===== config.mk =====
export PLATFORM = sky130hd
export DESIGN_NAME = bytebeat_sample_mixer_flat
export DESIGN_NICKNAME = d
export VERILOG_FILES = /design/src/rtl/bytebeat_pkg.sv /design/src/rtl/bytebeat_sample_mixer_if.sv /design/src/rtl/sample_rate_divider.sv /design/src/rtl/bytebeat_sample_mixer.sv /design/src/flat_wrapper.sv
export SDC_FILE = /design/constraint.sdc
export NUM_CORES = 1
export LEC_CHECK = 0
export BUFFER_PORTS_ARGS = -buffer_cell sky130_fd_sc_hd__buf_2
export CAP_MARGIN = 20
export CORE_MARGIN = 4
export CORE_UTILIZATION = 61
export CTS_CLUSTER_SIZE = 14
export DETAILED_ROUTE_END_ITERATION = 7
export PLACE_DENSITY = 0.86
export SLEW_MARGIN = 20
export SYNTH_ARGS = -nofsm -noshare
export SYNTH_HDL_FRONTEND = slang
export SYNTH_HIERARCHICAL = 1
export SYNTH_SLANG_ARGS = --single-unit

===== constraint.sdc =====
create_clock -name clk -period 8.4 [get_ports clk]
set_clock_uncertainty 0.1 [all_clocks]
set_input_delay 0.42 -clock clk [delete_from_list [all_inputs] [get_ports clk]]
set_output_delay 0.42 -clock clk [all_outputs]
set_load 0.05 [all_outputs]

===== src/rtl/bytebeat_pkg.sv =====
// Shared types and constants for the bytebeat audio path: PCM sample type,
// the mid-scale (silence) level, the mixer FSM states and the default
// sample-rate divider for a 10 MHz clock at 8 kHz.
package bytebeat_pkg;

  typedef logic [7:0] pcm_t;

  localparam pcm_t PCM_MID        = 8'h80;
  localparam int   SAMPLE_CLK_DIV = 1250;

  typedef enum logic [1:0] {
    IDLE    = 2'd0,
    COLLECT = 2'd1,
    OUTPUT  = 2'd2
  } mix_state_e;

endpackage


===== src/rtl/bytebeat_sample_mixer_if.sv =====
// Generator-to-mixer sample bus.
// Handshake: a channel's sample transfers in a cycle where both pcm_vld[i]
// and pcm_rdy[i] are high. The mixer raises pcm_rdy[i] for one cycle per
// audio tick whether or not pcm_vld[i] is high, and never derives pcm_rdy
// combinationally from pcm_vld, so a generator may drive vld from rdy.
// dbg_state exposes the mixer FSM state for observation.
interface bytebeat_sample_mixer_if
  import bytebeat_pkg::*;
#(
  parameter int NUM_CH = 8
) ();

  logic [8*NUM_CH-1:0] pcm_in;
  logic [NUM_CH-1:0]   pcm_vld;
  logic [NUM_CH-1:0]   pcm_rdy;
  mix_state_e          dbg_state;

  modport master (output pcm_in, output pcm_vld, input pcm_rdy, input dbg_state);
  modport slave  (input pcm_in, input pcm_vld, output pcm_rdy, output dbg_state);

endinterface


===== src/rtl/sample_rate_divider.sv =====
// Free-running clock divider: counts 0..CLK_DIV-1 and pulses tick for one
// cycle while the count sits at CLK_DIV-1. Reusable for any paced stage.
module sample_rate_divider #(
  parameter int CLK_DIV = 1250
) (
  input  logic clk,
  input  logic rst_n,
  output logic tick
);

  localparam int CW = (CLK_DIV > 1) ? $clog2(CLK_DIV) : 1;

  logic [CW-1:0] cnt_q, cnt_d;

  // Terminal-count detect and wrap-around increment.
  always_comb begin
    tick  = (cnt_q == CW'(CLK_DIV - 1));
    cnt_d = tick ? '0 : cnt_q + 1'b1;
  end

  // Counter register with synchronous active-low reset.
  always_ff @(posedge clk) begin
    if (!rst_n) cnt_q <= '0;
    else        cnt_q <= cnt_d;
  end

endmodule


===== src/rtl/bytebeat_sample_mixer.sv =====
// Rate-controlled mixer: on every divider tick it pops one sample from each
// channel in order (one channel per cycle), averages the enabled channels
// (muted ones count as mid-scale) and presents the result with a strobe.
// A channel that is enabled but not valid reuses its last sample.
// Optional build macro MEGABYTEBEAT_MIXER_UNDERRUN_EN adds a saturating
// per-tick underrun counter; without it underrun_cnt reads 0.
// NUM_CH must match the NUM_CH of the connected interface instance.
module bytebeat_sample_mixer
  import bytebeat_pkg::*;
#(
  parameter int NUM_CH  = 8,
  parameter int CLK_DIV = SAMPLE_CLK_DIV
) (
  input  logic                    clk,
  input  logic                    rst_n,
  bytebeat_sample_mixer_if.slave  pcm_if,
  input  logic [NUM_CH-1:0]       ch_en,
  output pcm_t                    sample_out,
  output logic                    sample_strobe,
  output logic [7:0]              underrun_cnt
);

  localparam int SHIFT = $clog2(NUM_CH);
  localparam int AW    = 8 + SHIFT;

  logic tick;

  sample_rate_divider #(.CLK_DIV(CLK_DIV)) u_div (
    .clk   (clk),
    .rst_n (rst_n),
    .tick  (tick)
  );

  mix_state_e        state_q, state_d;
  logic [SHIFT-1:0]  idx_q, idx_d;
  logic [AW-1:0]     acc_q, acc_d, acc_sum;
  pcm_t              last_q [NUM_CH];
  pcm_t              last_d [NUM_CH];
  pcm_t              sample_out_q, sample_out_d;
  pcm_t              cur_in, contrib;
  logic              xfer, last_ch;
  logic [NUM_CH-1:0] rdy;

  // Datapath for the channel currently addressed by idx.
  always_comb begin
    cur_in  = pcm_if.pcm_in[8*int'(idx_q) +: 8];
    xfer    = pcm_if.pcm_vld[idx_q];
    contrib = !ch_en[idx_q] ? PCM_MID : (xfer ? cur_in : last_q[idx_q]);
    acc_sum = acc_q + AW'(contrib);
    last_ch = (idx_q == SHIFT'(NUM_CH - 1));
  end

  // Next-state, accumulate and pop-strobe logic for the mixer FSM.
  always_comb begin
    state_d      = state_q;
    idx_d        = idx_q;
    acc_d        = acc_q;
    last_d       = last_q;
    sample_out_d = sample_out_q;
    rdy          = '0;
    case (state_q)
      IDLE: begin
        if (tick) begin
          state_d = COLLECT;
          idx_d   = '0;
          acc_d   = '0;
        end
      end
      COLLECT: begin
        rdy[idx_q] = 1'b1;
        acc_d      = acc_sum;
        if (xfer) last_d[idx_q] = cur_in;
        if (last_ch) begin
          state_d      = OUTPUT;
          sample_out_d = acc_sum[AW-1:SHIFT];
        end else begin
          idx_d = idx_q + 1'b1;
        end
      end
      OUTPUT: begin
        state_d = IDLE;
      end
      default: begin
        state_d = IDLE;
      end
    endcase
  end

  // State, accumulator, hold registers and output sample.
  always_ff @(posedge clk) begin
    if (!rst_n) begin
      state_q      <= IDLE;
      idx_q        <= '0;
      acc_q        <= '0;
      last_q       <= '{default: PCM_MID};
      sample_out_q <= PCM_MID;
    end else begin
      state_q      <= state_d;
      idx_q        <= idx_d;
      acc_q        <= acc_d;
      last_q       <= last_d;
      sample_out_q <= sample_out_d;
    end
  end

  assign pcm_if.pcm_rdy   = rdy;
  assign pcm_if.dbg_state = state_q;
  assign sample_out       = sample_out_q;
  assign sample_strobe    = (state_q == OUTPUT);

`ifdef MEGABYTEBEAT_MIXER_UNDERRUN_EN
  logic       miss;
  logic       miss_seen_q, miss_seen_d;
  logic [7:0] under_q, under_d;

  // Collapse this tick's misses into one count, saturating at 0xFF.
  always_comb begin
    miss        = (state_q == COLLECT) && ch_en[idx_q] && !xfer;
    miss_seen_d = miss_seen_q;
    under_d     = under_q;
    if (state_q == IDLE) begin
      miss_seen_d = 1'b0;
    end else if (state_q == COLLECT) begin
      miss_seen_d = miss_seen_q | miss;
      if (last_ch && (miss_seen_q | miss) && (under_q != 8'hFF)) under_d = under_q + 1'b1;
    end
  end

  // Underrun tracking registers.
  always_ff @(posedge clk) begin
    if (!rst_n) begin
      miss_seen_q <= 1'b0;
      under_q     <= 8'h00;
    end else begin
      miss_seen_q <= miss_seen_d;
      under_q     <= under_d;
    end
  end

  assign underrun_cnt = under_q;
`else
  assign underrun_cnt = 8'h00;
`endif

  // The divider period leaves room for a full collect pass, so a tick must
  // only ever arrive while idle.
  a_tick_in_idle: assert property (@(posedge clk) disable iff (!rst_n) tick |-> state_q == IDLE);

endmodule


===== src/flat_wrapper.sv =====
// flat-port wrapper written by rule: the top's interface ports become plain ports
module bytebeat_sample_mixer_flat import bytebeat_pkg::*;
#(
  parameter int NUM_CH  = 8,
  parameter int CLK_DIV = SAMPLE_CLK_DIV
)
  (clk, rst_n, ch_en, sample_out, sample_strobe, underrun_cnt, pcm_if_pcm_in, pcm_if_pcm_vld, pcm_if_pcm_rdy, pcm_if_dbg_state);
  bytebeat_sample_mixer_if #(.NUM_CH(NUM_CH)) pcm_if_i ();
  input  logic clk;
  input  logic rst_n;
  input  logic [NUM_CH-1:0] ch_en;
  output pcm_t sample_out;
  output logic sample_strobe;
  output logic [7:0] underrun_cnt;
  input wire logic [$bits(pcm_if_i.pcm_in)-1:0] pcm_if_pcm_in;
  input wire logic [$bits(pcm_if_i.pcm_vld)-1:0] pcm_if_pcm_vld;
  output wire logic [$bits(pcm_if_i.pcm_rdy)-1:0] pcm_if_pcm_rdy;
  output wire logic [$bits(pcm_if_i.dbg_state)-1:0] pcm_if_dbg_state;
  assign pcm_if_i.pcm_in = pcm_if_pcm_in;
  assign pcm_if_i.pcm_vld = pcm_if_pcm_vld;
  assign pcm_if_pcm_rdy = pcm_if_i.pcm_rdy;
  assign pcm_if_dbg_state = pcm_if_i.dbg_state;
  bytebeat_sample_mixer #(.NUM_CH(NUM_CH), .CLK_DIV(CLK_DIV)) u_core (.clk(clk), .rst_n(rst_n), .pcm_if(pcm_if_i), .ch_en(ch_en), .sample_out(sample_out), .sample_strobe(sample_strobe), .underrun_cnt(underrun_cnt));
endmodule

---- Word level (Yosys, flattened, before mapping) ----
Cells that the tools add are included.
word-level totals
  register bits ........................... 99
  bits of input ports ..................... 82
  output and inout bits ................... 27
operators by class
  add/subtract/negate cells ............... 3
  $lt $le $gt $ge ......................... 4
  eq/ne operators ......................... 7
  shift-type cells ........................ 1
  mux-type cells .......................... 23
  bitwise operators ....................... 2
  reductions and logical operators ........ 10
operators with widths
  operator                 count
  $bwmux W64               1
  $shiftx A64 B7 Y8        1
  $mux W8                  6
  $bmux W8 S3              1
  $demux W8 S3             1
  $pmux W11 S2             1
  $add A11 B1 Y11 const B  1
  $add A11 B8 Y11          1
  $eq A11 B11 Y1 const B   1
  $mux W11                 1
  $reduce_and A2 Y1        4
  $bmux W1 S3              2
  $mux W3                  2
  $pmux W3 S2              1
  $ge A4 B4 Y1 const B     1
  $lt A3 B4 Y1 const B     1
  $lt A4 B1 Y1 const B     1
  $mux W2                  2
  $ne A2 B1 Y1 const B     2
  $not A3 Y4               1
  $pmux W2 S2              1
  $add A3 B1 Y3 const B    1
  $demux W1 S3             1
  $eq A3 B3 Y1 const B     1
  other kinds (11)         14

---- Longest topological paths before layout ----
  word-level depth ........................ 8
  gate-level depth with buffers ........... 16
  depth with buffers taken out ............ 12

---- Modules after synthesis ----
Netlist, hierarchy kept.
modules (own cells, without submodules)
  module                 times used  cells each  area each (µm²)
  bytebeat_sample_mixer  1           578         5297.6
  sample_rate_divider    1           57          528.0

---- Worst setup path after synthesis ----
OpenSTA, ideal clock, no wires.
  path kind ............................... register to register
  from .................................... register u_core.idx_q[1]
  to ...................................... register u_core.sample_out_q[4], in the netlist u_core/sample_out[4]
  library setup time ...................... 0.106 ns
  arrival ................................. 2.990 ns
  data required time ...................... 8.194 ns
  setup slack ............................. 5.204 ns
  cell stages (with the launch flop) ...... 15
  path buffers ............................ 3
  period minus slack after synthesis ...... 3.196 ns
  cell sequence ........................... dfxtp_1 buf_4 buf_4 buf_4 mux4_2 nand2_1 nand2_1 mux2i_1 nor2_1 ha_1 a21o_1 and4_1 o211a_1 or2_0 o311ai_0
on the way
  longest elaborated chain between the ends .. 7
ends and longest elaborated chain
  element                                                  RTL line                      source
  start: declaration                                       bytebeat_sample_mixer.sv:35   logic [SHIFT-1:0] idx_q, idx_d;
  start signal: assignment                                 bytebeat_sample_mixer.sv:99   idx_q <= idx_d;
  branches (longest 7 deep; another with $add A11 B8 Y11)  n/a
  end signal: assignment                                   bytebeat_sample_mixer.sv:102  sample_out_q <= sample_out_d;
  end: declaration                                         bytebeat_sample_mixer.sv:39   pcm_t sample_out_q, sample_out_d;
Several ways; the timed one is not identified. The select of a mux whose other input is x is not followed.
A chain may end at the register's enable or synchronous reset.

---- Final worst setup path ----
  from .................................... register u_core.idx_q[2]
  to ...................................... register u_core.acc_q[10]
on the way
  longest elaborated chain between the ends .. 8
ends and longest elaborated chain
  element                                                    RTL line                      source
  branches (longest 5 deep; another with $shiftx A64 B7 Y8)  n/a
  $mux W8 *                                                  bytebeat_sample_mixer.sv:48   contrib = !ch_en[idx_q] ? PCM_MID : (xfer ? cur_in : last_q[idx_q]);
  $add A11 B8 Y11 *                                          bytebeat_sample_mixer.sv:49   acc_sum = acc_q + AW'(contrib);
  $pmux W11 S2 *                                             bytebeat_sample_mixer.sv:61   case (state_q)
  end signal: assignment                                     bytebeat_sample_mixer.sv:94   acc_q <= '0;
  end signal: assignment                                     bytebeat_sample_mixer.sv:100  acc_q <= acc_d;
  end: declaration                                           bytebeat_sample_mixer.sv:36   logic [AW-1:0] acc_q, acc_d, acc_sum;
Every way passes the cells marked *. The select of a mux whose other input is x is not followed.

==> results.sh <==
export IMPL_status="finished clean"
export IMPL_r2r_start="u_core/idx_q[2]$_SDFFE_PN0P_"
export IMPL_tightest_slew_ns=1.080
export IMPL_globalRouteTotalUtil=0.2700
export IMPL_synth_top_area_frac=0.3402
export IMPL_firstDrtPassIters=7
export IMPL_yosys_top_cells_area="dfxtp_1, mux4_2, a211oi_1, nor2_1, mux2i_1"
export IMPL_slew_headroom=0.2783
export IMPL_utilization=0.6912
export IMPL_vdd_drop_max_mv=0.09002
export IMPL_p_leak_nw=2.485
export IMPL_r2r_cells=13
export IMPL_grt_pass1_wl_um=24700
export IMPL_hpwl_um=10660
export IMPL_die_w_um=105.7
export IMPL_grt_pass1_vias=5207
export IMPL_worstPathArrival_ns=4.40
export IMPL_nNetsFinal=799
export IMPL_finalSetupTns_ns=0
export IMPL_postSynthCellCount=635
export IMPL_cts_resized_gates=0
export IMPL_wl_per_cell_um=18.02
export IMPL_synth_fa_ha_area_frac=0.02921
export IMPL_insertion_delay_ns=0.37
export IMPL_grt_max_degree=68
export IMPL_grt_use_met3=0.06675
export IMPL_num_io_pins=109
export IMPL_max_cap_violations=0
export IMPL_core_um2=9284
export IMPL_placementRows=35
export IMPL_drtAntennaViolNets=0
export IMPL_yosysTopAreaCell="dfxtp_1"
export IMPL_grt_busiest_layer="met2"
export IMPL_drv_slew=0
export IMPL_grt_overflow=0
export IMPL_gp_congestion=0.9034
export IMPL_clkTransAtPathRegs_ns=0.10
export IMPL_cts_root_buf="clkbuf_8"
export IMPL_antenna_cells=0
export IMPL_seqCellArea_um2=1984
export IMPL_synth_compound_area_frac=0.2174
export IMPL_finalSetupViolCount=0
export IMPL_synth_xor_area_frac=0.01203
export IMPL_hold_start="u_core/sample_out[0]$_SDFFE_PN0P_"
export IMPL_cp_max_fo=25
export IMPL_critPathLaunch="u_core/idx_q[2]$_SDFFE_PN0P_"
export IMPL_synth_top_family_by_area="compound AO/OA/AOI/OAI gates"
export IMPL_cts_buffers=9
export IMPL_critPathLaunchType="flip-flop"
export IMPL_fill_cells=711
export IMPL_power_density_nw_per_um2=138.9
export IMPL_tritoncts="yes"
export IMPL_yosysSeqAreaShare=0.3402
export IMPL_postCtsHoldBufs=0
export IMPL_post_cts_buffers=0
export IMPL_async_flop_share=0
export IMPL_ctsLongestPathBuffers=2
export IMPL_grtUsageMet2=0.4549
export IMPL_synth_edf_count=0
export IMPL_cp_end_kind="flip-flop"
export IMPL_grt_setup_unrepaired="no"
export IMPL_hold_ws_ns=0.3591
export IMPL_fmax_mhz=237.4
export IMPL_yosys_area_share_simple=0.2094
export IMPL_drive_gt1_frac=0.2553
export IMPL_wl_um=15100
export IMPL_syn_area_per_cell_um2=9.174
export IMPL_syn_to_final_growth_pct=10.16
export IMPL_place_ws_ns=4.285
export IMPL_port_buffers=100
export IMPL_start_util=0.6275
export IMPL_hold_viol_final=0
export IMPL_vias=5306
export IMPL_hp_class="reg2reg"
export IMPL_synthMuxAreaShare=0.1229
export IMPL_die_h_um=105.7
export IMPL_ys_seq_elements=99
export IMPL_yosys_warnings=6
export IMPL_r2r_setup_slack_ns=4.19
export IMPL_drt_iter0_drc=475
export IMPL_drc=0
export IMPL_synthFlopType="dfxtp_1"
export IMPL_antenna_found_initial=0
export IMPL_setup_ws_ns=4.188
export IMPL_multi_input_area_um2=3472
export IMPL_crit_required_ns=8.59
export IMPL_synth_area_um2=5826
export IMPL_grtUsageMet1=0.3322
export IMPL_min_period_ns=4.212
export IMPL_htreeDepth=3
export IMPL_avgViaCountPerCell=6.332
export IMPL_fin_crit_sh=0.5014
export IMPL_synth_cell_type_count=81
export IMPL_crit_end="u_core/acc_q[10]$_SDFFE_PN0P_"
export IMPL_cts_sinks=99
export IMPL_die_area_um2=11180
export IMPL_critPathKind="reg2reg"
export IMPL_regToRegEndpoint="u_core/acc_q[10]$_SDFFE_PN0P_"
==> cell usage after synthesis (12+ instances only) <==
library cell  number
buf_4             14
nand3_1           45
ha_1              12
mux2i_1           24
o21ai_0           22
mux4_2            16
clkbuf_1          16
nor2_1            67
a211oi_1          36
dfxtp_1           99
nand2_1           40
a21oi_1           31
==> how the worst min path moves through the flow <==
stage                                        endpoint  slack (ns)  cells past startpoint
floorplan              u_core/last_q[17]$_SDFFE_PN0P_        0.34                      2
global placement    u_core/sample_out[3]$_SDFFE_PN0P_        0.34                      2
detailed placement  u_core/sample_out[3]$_SDFFE_PN0P_        0.34                      2
CTS                 u_core/sample_out[3]$_SDFFE_PN0P_        0.36                      2
global route        u_core/sample_out[2]$_SDFFE_PN0P_        0.39                      2
finish              u_core/sample_out[0]$_SDFFE_PN0P_        0.36                      2
==> per-layer routing <==
metal | wire length (um) | up-vias
li1 | - | 2472
met1 | 5888 | 2524
met2 | 7509 | 267
met3 | 1334 | 43
met4 | 370 | 0
met5 | 0 | -
==> where the power goes <==
part,internal [mW],switching [mW],total [mW]
Clock,0.178,0.168,0.347
Sequential,0.470,0.00176,0.472
Combinational,0.0290,0.0438,0.0728
==> critical path, stage by stage, from the launching register on <==
cell and delay [ns]:
dfxtp_1 0.79, buf_4 0.41, inv_2 0.27, o211ai_1 0.25, a21o_2 0.33, a211oi_1 0.09
a211oi_1 0.35, ha_1 0.26, fa_1 0.24, a211oi_1 0.11, o211ai_1 0.19, nand4_1 0.20
or3_1 0.36, a31oi_1 0.15
==> registers in the layout (all words and copies together), names as in the netlist <==
name,flops
u_core/last_q,64
u_core/sample_out,8
u_core/pcm_if.dbg_state,2
u_core/u_div/cnt_q,11
u_core/acc_q,11
u_core/idx_q,3
==> layout make-up <==
| cell class | instances | area share |
|---|---|---|
| clock buffers | 10 | 0.02145 |
| clock inverters | 6 | 0.01462 |
| inverters | 12 | 0.007019 |
| multi-input cells | 479 | 0.5410 |
| flip-flops and latches | 99 | 0.3092 |
| well taps | 129 | 0.02515 |
| repair buffers | 103 | 0.08150 |
==> through the flow <==
| step | cells | total power [mW] | area [um^2] |
|---|---|---|---|
| final | 838 | 0.8916 | 6417 |
| after global routing | 838 | 0.9247 | 6417 |
| after CTS | 838 | 0.8944 | 6417 |
| after detailed placement | 822 | 0.5545 | 6186 |
| after global placement | 822 | 0.5519 | 6186 |
| after floorplan | 642 | 0.5301 | 5852 |
==> placed cells by master (no fill, tap or decap), drive strengths merged, types with 8 or more instances in the layout <==
master / Yosys / final
ha: 12 / 12
buf: 36 / 103
conb: 1 / 8
and2: 10 / 10
mux4: 16 / 16
inv: 12 / 14
nand2: 42 / 42
clkbuf: 16 / 10
dfxtp: 99 / 99
o31ai: 8 / 8
nor3: 10 / 10
a21oi: 32 / 32
o211ai: 8 / 8
nand3: 45 / 45
a22oi: 10 / 10
mux2i: 27 / 27
nor2: 67 / 67
a211oi: 42 / 42
nand2b: 10 / 10
o21ai: 36 / 36
or3: 9 / 9
==> logic make-up (layout without fill, tap and decap cells) <==
family                   after synthesis  in the layout
AND/OR/NAND/NOR                      233            233
AO/OA/AOI/OAI                        169            169
flip-flops                            99             99
buffers and inverters                 64            131
multiplexers                          48             48
adder cells (fa/ha/maj)               13             13
XOR/XNOR                               8              8
other                                  1              8
(Power assumes the default switching activity.)
